**config.mk**
```make
export PLATFORM = sky130hd
export DESIGN_NAME = cond_unit_pipe
export DESIGN_NICKNAME = d
export VERILOG_FILES = /design/src/rtl/cond_unit_pipe.sv
export SDC_FILE = /design/constraint.sdc
export NUM_CORES = 1
export LEC_CHECK = 0
export BUFFER_PORTS_ARGS = -buffer_cell sky130_fd_sc_hd__buf_2
export CAP_MARGIN = 25
export CORE_AREA = 2 2 39 41
export CTS_CLUSTER_SIZE = 20
export DETAILED_ROUTE_END_ITERATION = 16
export DIE_AREA = 0 0 41 43
export PLACE_DENSITY = 0.8
export REMOVE_ABC_BUFFERS = 1
export SETUP_SLACK_MARGIN = 0.02
export SLEW_MARGIN = 0
export SYNTH_ARGS = -nofsm -noshare
export SYNTH_HDL_FRONTEND = slang
export SYNTH_SLANG_ARGS = --single-unit
```
**constraint.sdc**
```tcl
create_clock -name clk -period 4.76 [get_ports clk]
set_input_delay 0.238 -clock clk [delete_from_list [all_inputs] [get_ports clk]]
set_output_delay 0.238 -clock clk [all_outputs]
set_load 0.01 [all_outputs]
```
**src/rtl/cond_unit_pipe.sv**
```systemverilog
// Condition unit: gates PC/register writes by ARM condition, keeps NZCV flags
// and an optional Thumb-style IT block sequencer (enable with COND_IT_EN).
module cond_unit_pipe #(
    parameter int NWE         = 3,
    parameter int FLAG_GROUPS = 2
) (
    input  logic                   clk,
    input  logic                   reset,
    input  logic                   InstrValid,
    input  logic                   Stall,
    input  logic                   Flush,
    input  logic [3:0]             Cond,
    input  logic [3:0]             ALUFlags,
    input  logic [FLAG_GROUPS-1:0] FlagW,
    input  logic                   PCS,
    input  logic [NWE-1:0]         WrEnIn,
    input  logic                   ITStart,
    input  logic [3:0]             ITCond,
    input  logic [2:0]             ITLen,
    input  logic [3:0]             ITThen,
    output logic                   PCSrc,
    output logic [NWE-1:0]         WrEnOut,
    output logic                   CondEx,
    output logic [3:0]             Flags,
    output logic                   ITActive
);

    localparam int GW = 4 / FLAG_GROUPS;

    logic       go;
    logic [3:0] eff_cond;
    logic       n, z, c, v;

    assign go = InstrValid & ~Stall & ~Flush;
    assign {n, z, c, v} = Flags;

    always_comb begin
        CondEx = 1'b0;
        case (eff_cond)
            4'b0000: CondEx = z;
            4'b0001: CondEx = ~z;
            4'b0010: CondEx = c;
            4'b0011: CondEx = ~c;
            4'b0100: CondEx = n;
            4'b0101: CondEx = ~n;
            4'b0110: CondEx = v;
            4'b0111: CondEx = ~v;
            4'b1000: CondEx = c & ~z;
            4'b1001: CondEx = ~c | z;
            4'b1010: CondEx = (n == v);
            4'b1011: CondEx = (n != v);
            4'b1100: CondEx = ~z & (n == v);
            4'b1101: CondEx = z | (n != v);
            default: CondEx = 1'b1;
        endcase
    end

    assign PCSrc   = PCS & CondEx & go;
    assign WrEnOut = WrEnIn & {NWE{CondEx & go}};

    always_ff @(posedge clk) begin
        if (reset) begin
            Flags <= 4'b0000;
        end else begin
            for (int g = 0; g < FLAG_GROUPS; g++) begin
                if (go && CondEx && FlagW[g])
                    Flags[g*GW +: GW] <= ALUFlags[g*GW +: GW];
            end
        end
    end

`ifdef COND_IT_EN
    typedef enum logic {IT_IDLE, IT_ACTIVE} it_state_t;

    it_state_t  state;
    logic [1:0] slot;
    logic [2:0] remaining;
    logic [3:0] it_cond;
    logic [3:0] it_then;
    logic       it_active_q;

    always_ff @(posedge clk) begin
        if (reset) begin
            state       <= IT_IDLE;
            slot        <= 2'd0;
            remaining   <= 3'd0;
            it_cond     <= 4'd0;
            it_then     <= 4'd0;
            it_active_q <= 1'b0;
        end else if (Flush) begin
            state       <= IT_IDLE;
            slot        <= 2'd0;
            remaining   <= 3'd0;
            it_active_q <= 1'b0;
        end else if (go) begin
            case (state)
                IT_IDLE: begin
                    if (ITStart && ITLen != 3'd0) begin
                        state       <= IT_ACTIVE;
                        it_active_q <= 1'b1;
                        it_cond     <= ITCond;
                        it_then     <= ITThen;
                        slot        <= 2'd0;
                        remaining   <= (ITLen > 3'd4) ? 3'd4 : ITLen;
                    end
                end
                IT_ACTIVE: begin
                    // ITStart is deliberately ignored while a block runs
                    slot      <= slot + 2'd1;
                    remaining <= remaining - 3'd1;
                    if (remaining == 3'd1) begin
                        state       <= IT_IDLE;
                        it_active_q <= 1'b0;
                    end
                end
                default: begin
                    state       <= IT_IDLE;
                    it_active_q <= 1'b0;
                end
            endcase
        end
    end

    assign ITActive = it_active_q;
    assign eff_cond = !it_active_q ? Cond
                    : it_then[slot] ? it_cond
                    : {it_cond[3:1], ~it_cond[0]};
`else
    logic unused_it;

    assign unused_it = ^{ITStart, ITCond, ITLen, ITThen};
    assign ITActive  = 1'b0;
    assign eff_cond  = Cond;
`endif

endmodule

```
Word-level counts from Yosys, hierarchy flattened --
Cells that the tools add are included.
Storage, ports and cells: input port bits 31, register bits after elaboration 4
Cells by class: bitwise gates (word level) 16, multiplexer cells 1, equal/unequal tests 15, reduce and logical (&&, ||, !) cells 4
Operators with widths (number):
- $eq A4 B4 Y1 const B | 6
- $eq A4 B3 Y1 const B | 4
- $pmux W1 S14 | 1
- $eq A4 B2 Y1 const B | 2
- $and A1 B1 Y1 | 7
- $not A1 Y1 | 6
- $eq A4 B1 Y1 const B | 1
- $logic_not A4 Y1 | 1
- $and A3 B3 Y3 | 1
- $logic_and A1 B1 Y1 | 3
- $or A1 B1 Y1 | 2
- $eq A1 B1 Y1 | 1
- $ne A1 B1 Y1 | 1

Longest topological paths before layout --
Gate-level depths: netlist of run 1.
word-level depth 5, mapped depth 5, gate-level depth less buffers 5

Worst setup path after synthesis of run 1 --
No wires, ideal clock.
kind register to output, start point register Flags[2], end point output PCSrc, data arrival time 1.509 ns, path buffers 0, path slack 3.013 ns, stages on the path, launching flop included 6, cell sequence dfxtp_1 and3b_1 a22oi_2 mux2i_1 a2111oi_2 and2_1
Between the ends: cells in the longest elaborated chain, start to end 5, elaborated cells between the ends (all ways) 8
RTL lines:
- start, declared | RTL line 24 | output logic [3:0] Flags,
- start signal, assigned by index | RTL line 67 | Flags[g*GW +: GW] <= ALUFlags[g*GW +: GW];
- $not A1 Y1 | RTL line 41, 48, 52
- $and A1 B1 Y1, on equally long branches | RTL line 52, 48
- $pmux W1 S14 (*) | RTL line 39 | case (eff_cond)
- $and A1 B1 Y1 (*) (2 in a row) | RTL line 58 | assign PCSrc = PCS & CondEx & go;
- end, declared | RTL line 21 | output logic PCSrc,
Every way passes the cells marked *; elsewhere a longest branch is shown, timed or not.

Worst setup path in the final report of run 1 --
start point register Flags[0], end point output WrEnOut[1]
Between the ends: cells in the longest elaborated chain, start to end 5, elaborated cells between the ends (all ways) 8
RTL lines:
- $ne A1 B1 Y1 / $eq A1 B1 Y1 (equally long branches)
- $or A1 B1 Y1 / $and A1 B1 Y1 (equally long branches) | RTL line 53, 52
- $pmux W1 S14 (*) | RTL line 39
- $and A1 B1 Y1 (*) | RTL line 59 | assign WrEnOut = WrEnIn & {NWE{CondEx & go}};
- $and A3 B3 Y3 (*) | RTL line 59
- end, declared | RTL line 22 | output logic [NWE-1:0] WrEnOut,
Marked as above.

==> run_results.csv, run 1 <==
group,metric,value,unit
layout,seqCellArea,80.1,sq um
power,power.leakage,0.288,nW
power,ir_worst_vdd,0.000100,V
setup_path,endpoint_kind,"output port",
setup_path,reg2reg_from,"Flags[0]",
setup_path,crit_type,"reg -> out",
clock_tree,cts_sinks,4,
global_routing,gr-usage-all-layers,12.3,%
worst_hold_path,min-delay-start,"ALUFlags[0]",
clock_tree,cts_tree,"built",
die,coreArea,1380,sq um
synth,netlist_area,425,sq um
power,netSwitchingFraction,27.2,%
route,viasPerCell,4.75,
setup_path,crit_start,"Flags[0]",
setup_path,ff2ff_setup_slack,3060,ps
timing,max_freq,461,MHz
power,p_clk_share,39.9,%
synth,async_reset_ff_share,0,%
route,via_count,451,
layout,antenna_cells,0,
route,wl,968,microns
global_routing,grt_pass1_wl,1510,microns
setup_path,cp_max_fo,6,
timing,rsz0062_at_grt,"no",
timing,setup_violations,0,
clock_tree,cts_hold_buf,0,
global_routing,grt_max_degree,10,
power,power_frac_seq,32.8,%
placed_design,post-place-ws,2830,ps
timing,hold_violations,0,
power,p_int,0.0000773,W
global_routing,overflow,0,
synth,yosysUniqueCellTypes,25,
die,dieArea,1760,sq um
clock_tree,cts-root-buf,"clkbuf_4",
power,total_power,0.000106,W
synth,synth_edf_count,0,
status,status,"complete, no violations",
timing,finalWorstSetupSlack,2590,ps
synth,ys_ff_latch,4,
global_routing,grt_pass1_vias,418,
die,start_util,30.7,%
layout,top_register,"Flags",
setup_path,crit_path_start_kind,"flop",
route,firstDrtPassIters,1,
placed_design,gp_congestion,0.687,
synth,syn_inst,50,
layout,area_delta_synth_final,40.0,%
placed_design,place_hpwl,816,microns
synth,ys_seq_area_share,18.8,%
route,drcViolationCount,0,
job,cap_violations,0,
layout,top_regs,"Flags (4)",
synth,avgSynthCellArea,8.51,sq um
layout,layout-drive-gt1-share,41.8,%
route,drt-wirelength-per-cell,10.2,microns
setup_path,worstPathRequired,4520,ps
power,power.switching,0.0000289,W
clock_tree,clkTransAtPathRegs,40,ps
global_routing,antenna_found_initial,0,
power,p_per_area,178,nW/um^2
clock_tree,post-cts-setup-buffer-count,0,
placed_design,numPortBuffers,27,
power,p_comb_share,27.2,%
clock_tree,clockBufferDepth,2,
setup_path,arrival,1930,ps
clock_tree,htreeDepth,1,
synth,dominantRegCellSynth,"dfxtp_1",
route,ant_nets,0,
timing,fin_skew,0.388,ps
clock_tree,clkLatencyLatePin,230,ps
layout,fillers,145,
layout,largest_reg_flops,4,
layout,multi_input_area,330,sq um
timing,final.period_utilization,45.6,%
layout,final_common_cell,"buf_2",
timing,report.final.slew_viol_count,0,
clock_tree,cts_resized,0,
layout,finalNetCount,112,
timing,period_needed,2170,ps
timing,final.setup.tns,0,ps
die,die_x,41,microns
layout,final_cell_mix,"buf_2, mux2i_1, nand2b_1, dfxtp_1, and2_1",
synth,yosysWarnings,0,
die,die_h,43,microns
die,rows,14,
clock_tree,cts_buffers,3,
die,ioPinCount,41,
worst_hold_path,hold_class,"in -> reg",
route,initialDrtViolationCount,0,
-- critical path, cell delays in order (launching register included) --
cell	delay, ps
dfxtp_1	370
xor2_1	180
o31a_1	260
a221oi_2	410
a2111oi_2	150
and2_1	190
buf_2	130
-- final timing paths --
kind	depth (start not counted)	endpoint
setup / recovery	6	WrEnOut[1]
hold reg to reg	2	Flags[1]
setup reg to reg	5	Flags[2]
hold / removal	3	Flags[0]
-- final cells by class --
cell class                      instances  area share (%)
Clock buffer                            3            3.78
Inverter                                2            1.26
Multi-Input combinational cell         43            55.5
Sequential cell                         4            13.4
Tap cell                               16            3.36
Timing Repair Buffer                   27            22.7
-- power by group through the flow --
stage	logic (W)	clock network, W	registers [W]
2_1_floorplan	0.0000152	0	0.0000355
3_3_place_gp	0.0000281	0	0.0000353
3_5_place_dp	0.0000291	0	0.0000354
4_1_cts	0.0000292	0.0000447	0.0000349
5_1_grt	0.0000315	0.0000458	0.0000350
6_report	0.0000289	0.0000424	0.0000349
-- per-stage QoR --
stage	area (sq um)	utilization, %	std cells	hold slack (ps)
finish	596	43.0	95	260
global placement	573	41.4	92	492
floorplan	418	-	49	393
CTS	596	43.0	95	253
global route	596	43.0	95	278
detailed placement	573	41.4	92	504
-- logic make-up after synthesis --
kind of cell | after synthesis | share of synthesized area (%)
compound gates | 7 | 15.6
buf+inv | 3 | 3.53
xor+xnor | 4 | 8.24
other cells | 1 | 0.882
simple gates | 24 | 36.5
mux | 7 | 16.5
flops | 4 | 18.8
-- cells in the mapped netlist (2+ instances only) --
cell type | count | area share [%]
nor2_1 | 2 | 1.8
nand2_1 | 2 | 1.8
xnor2_1 | 3 | 6.2
dfxtp_1 | 4 | 19
nand2b_1 | 7 | 10
and2_1 | 4 | 5.9
nand3b_1 | 2 | 3.5
inv_1 | 2 | 1.8
a21oi_1 | 2 | 2.4
mux2i_1 | 7 | 16
-- metal layers --
metal  GRT usage (%)  vias to the layer above  share of wire (%)
li1                -                      233                  -
met1            13.2                      206                 40
met2            20.9                       12                 54
met3            1.57                        0                5.3
met4            8.00                        0                  0
met5               0                        -                  0
No activity file was read; power rests on OpenSTA's default activity.
==> run 2: changes to the inputs <==
==> constraint.sdc (replaced) <==
create_clock -name clk -period 2.16 [get_ports clk]
set_input_delay 0.108 -clock clk [delete_from_list [all_inputs] [get_ports clk]]
set_output_delay 0.108 -clock clk [all_outputs]
set_load 0.01 [all_outputs]
==> run 2 against run 1 <==
  * Hold slack got worse by 130 ps
  * Largest power group unchanged
  * Cell area increased by 6.1%
  * Sequential cell count unchanged
  * Critical path depth unchanged
  * Count of clock-buffer cells in the layout unchanged
  * Sequential share of layout area decreased by 0.57 points
  * Critical endpoint unchanged
  * First-iteration DRC count unchanged
  * Combinational power increased to 2.5 times the previous value
==> run_results.csv, run 2 (synthesized netlist as in run 1, its figures left out) <==
group,metric,value,unit
power,p_comb_share,30.1,%
setup_path,crit_start,"Flags[0]",
route,drcViolationCount,0,
clock_tree,cts-root-buf,"clkbuf_4",
power,p_int,0.000174,W
clock_tree,htreeDepth,1,
timing,hold_violations,0,
placed_design,place_hpwl,816,microns
job,cap_violations,0,
clock_tree,clockBufferDepth,2,
setup_path,crit_family,"compound AO/OA/AOI/OAI gates",
route,firstDrtPassIters,1,
die,ioPinCount,41,
layout,layout-drive-gt1-share,45.6,%
die,die_h,43,microns
setup_path,crit_chain,"xor2_1 -> o31a_1 -> a221oi_4 -> a2111oi_4 -> and2_1 -> buf_2",
die,die_x,41,microns
clock_tree,cts_hold_buf,0,
setup_path,arrival,1910,ps
timing,fin_skew,1.23,ps
timing,rsz0062_at_grt,"no",
layout,final_cell_mix,"buf_2, nand2b_1, mux2i_1, and2_1",
clock_tree,clkLatencyLatePin,230,ps
setup_path,endpoint_kind,"output port",
global_routing,overflow,0,
setup_path,cp_slowest_stage_delay,390,ps
timing,final.setup.tns,0,ps
layout,top_register,"Flags",
timing,setup_violations,0,
setup_path,crit_type,"reg -> out",
timing,period_needed,2020,ps
worst_hold_path,min-delay-start,"ALUFlags[3]",
layout,top_regs,"Flags (4)",
setup_path,endpoint,"WrEnOut[1]",
layout,fin_util,45.7,%
die,start_util,30.7,%
placed_design,numPortBuffers,27,
layout,largest_reg_flops,4,
layout,antenna_cells,0,
clock_tree,cts_tree,"built",
timing,final.period_utilization,93.4,%
route,viasPerCell,4.73,
clock_tree,clkTransAtPathRegs,40,ps
clock_tree,cts_sinks,4,
layout,area_delta_synth_final,48.5,%
clock_tree,cts_buffers,3,
power,ir_worst_vdd,0.000223,V
setup_path,cp_max_fo,6,
global_routing,grt_pass1_vias,418,
timing,max_freq,496,MHz
global_routing,gr-usage-all-layers,12.3,%
power,power.switching,0.0000685,W
global_routing,grt_max_degree,10,
status,status,"complete, no violations",
route,drt-wirelength-per-cell,10.9,microns
global_routing,antenna_found_initial,0,
layout,final_common_cell,"buf_2",
setup_path,ff2ff_setup_slack,470,ps
route,ant_nets,0,
die,coreArea,1380,sq um
route,via_count,449,
layout,fillers,144,
route,initialDrtViolationCount,0,
die,rows,14,
timing,report.final.slew_viol_count,0,
placed_design,gp_congestion,0.687,
global_routing,grt_pass1_wl,1510,microns
layout,finalNetCount,112,
setup_path,r2r_cells,5,
worst_hold_path,hold_class,"in -> reg",
setup_path,worstPathRequired,2050,ps
setup_path,reg2reg_from,"Flags[0]",
power,power.leakage,0.296,nW
power,p_clk_share,38.2,%
setup_path,worstSetupPathDepth,6,
route,wl,1040,microns
power,p_per_area,384,nW/um^2
setup_path,crit_path_top_delay_cell,"a221oi_4",
power,netSwitchingFraction,28.2,%
setup_path,r2r_end,"Flags[2]",
die,dieArea,1760,sq um
power,power_frac_seq,31.7,%
setup_path,crit_path_start_kind,"flop",
setup_path,cp_num_buf_inv,1,
## run 2: how the worst min path moves through the flow
stage	end	slack, ps	cells past startpoint
floorplan	Flags[0]	260	2
global placement	Flags[3]	370	3
detailed placement	Flags[0]	370	3
CTS	Flags[0]	120	3
global route	Flags[2]	150	3
finish	Flags[3]	130	3
## run 2: power by group through the flow
stage	sequential, W	combinational (W)	clock [W]
2_1_floorplan	0.0000782	0.0000334	0
3_3_place_gp	0.0000779	0.0000619	0
3_5_place_dp	0.0000780	0.0000642	0
4_1_cts	0.0000768	0.0000644	0.0000985
5_1_grt	0.0000772	0.0000794	0.000101
6_report	0.0000769	0.0000731	0.0000929
## run 2: area by class of cell
| type | count | area [sq um] | share of cell area [%] |
|---|---|---|---|
| Multi-Input combinational cell | 43 | 365 | 57.8 |
| Timing Repair Buffer | 27 | 135 | 21.4 |
| Sequential cell | 4 | 81.3 | 12.9 |
| Clock buffer | 3 | 22.5 | 3.56 |
| Tap cell | 16 | 20.0 | 3.17 |
| Inverter | 2 | 7.51 | 1.19 |
## run 2: worst min-delay path: cells and delay by family
family                 cells  cell delay, ps
multiplexers               1              60
AND/OR/NAND/NOR            1              50
buffers and inverters      1             100
## run 2: repair_timing
action,CTS,global route
resized for setup,0,6
endpoints found under the setup margin,0,4
buffers inserted,0,0
## run 2: per-layer routing
metal | up-vias | share of wire [%] | routed length [microns] | GRT usage, %
met5 | - | 0 | 0 | 0
met4 | 0 | 0 | 0 | 8.00
met3 | 0 | 4.9 | 51 | 1.57
met2 | 12 | 56 | 578 | 20.9
met1 | 203 | 39 | 407 | 13.2
li1 | 234 | - | - | -
## run 2: through the flow
stage	instances	hold WS, ps	area, sq um	power (W)	setup slack, ps
final	95	126	632	0.000243	142
after global routing	95	148	632	0.000258	29.5
after CTS	95	123	596	0.000240	95.3
after detailed placement	92	374	573	0.000142	355
after global placement	92	368	573	0.000140	423
after floorplan	49	263	418	0.000112	543
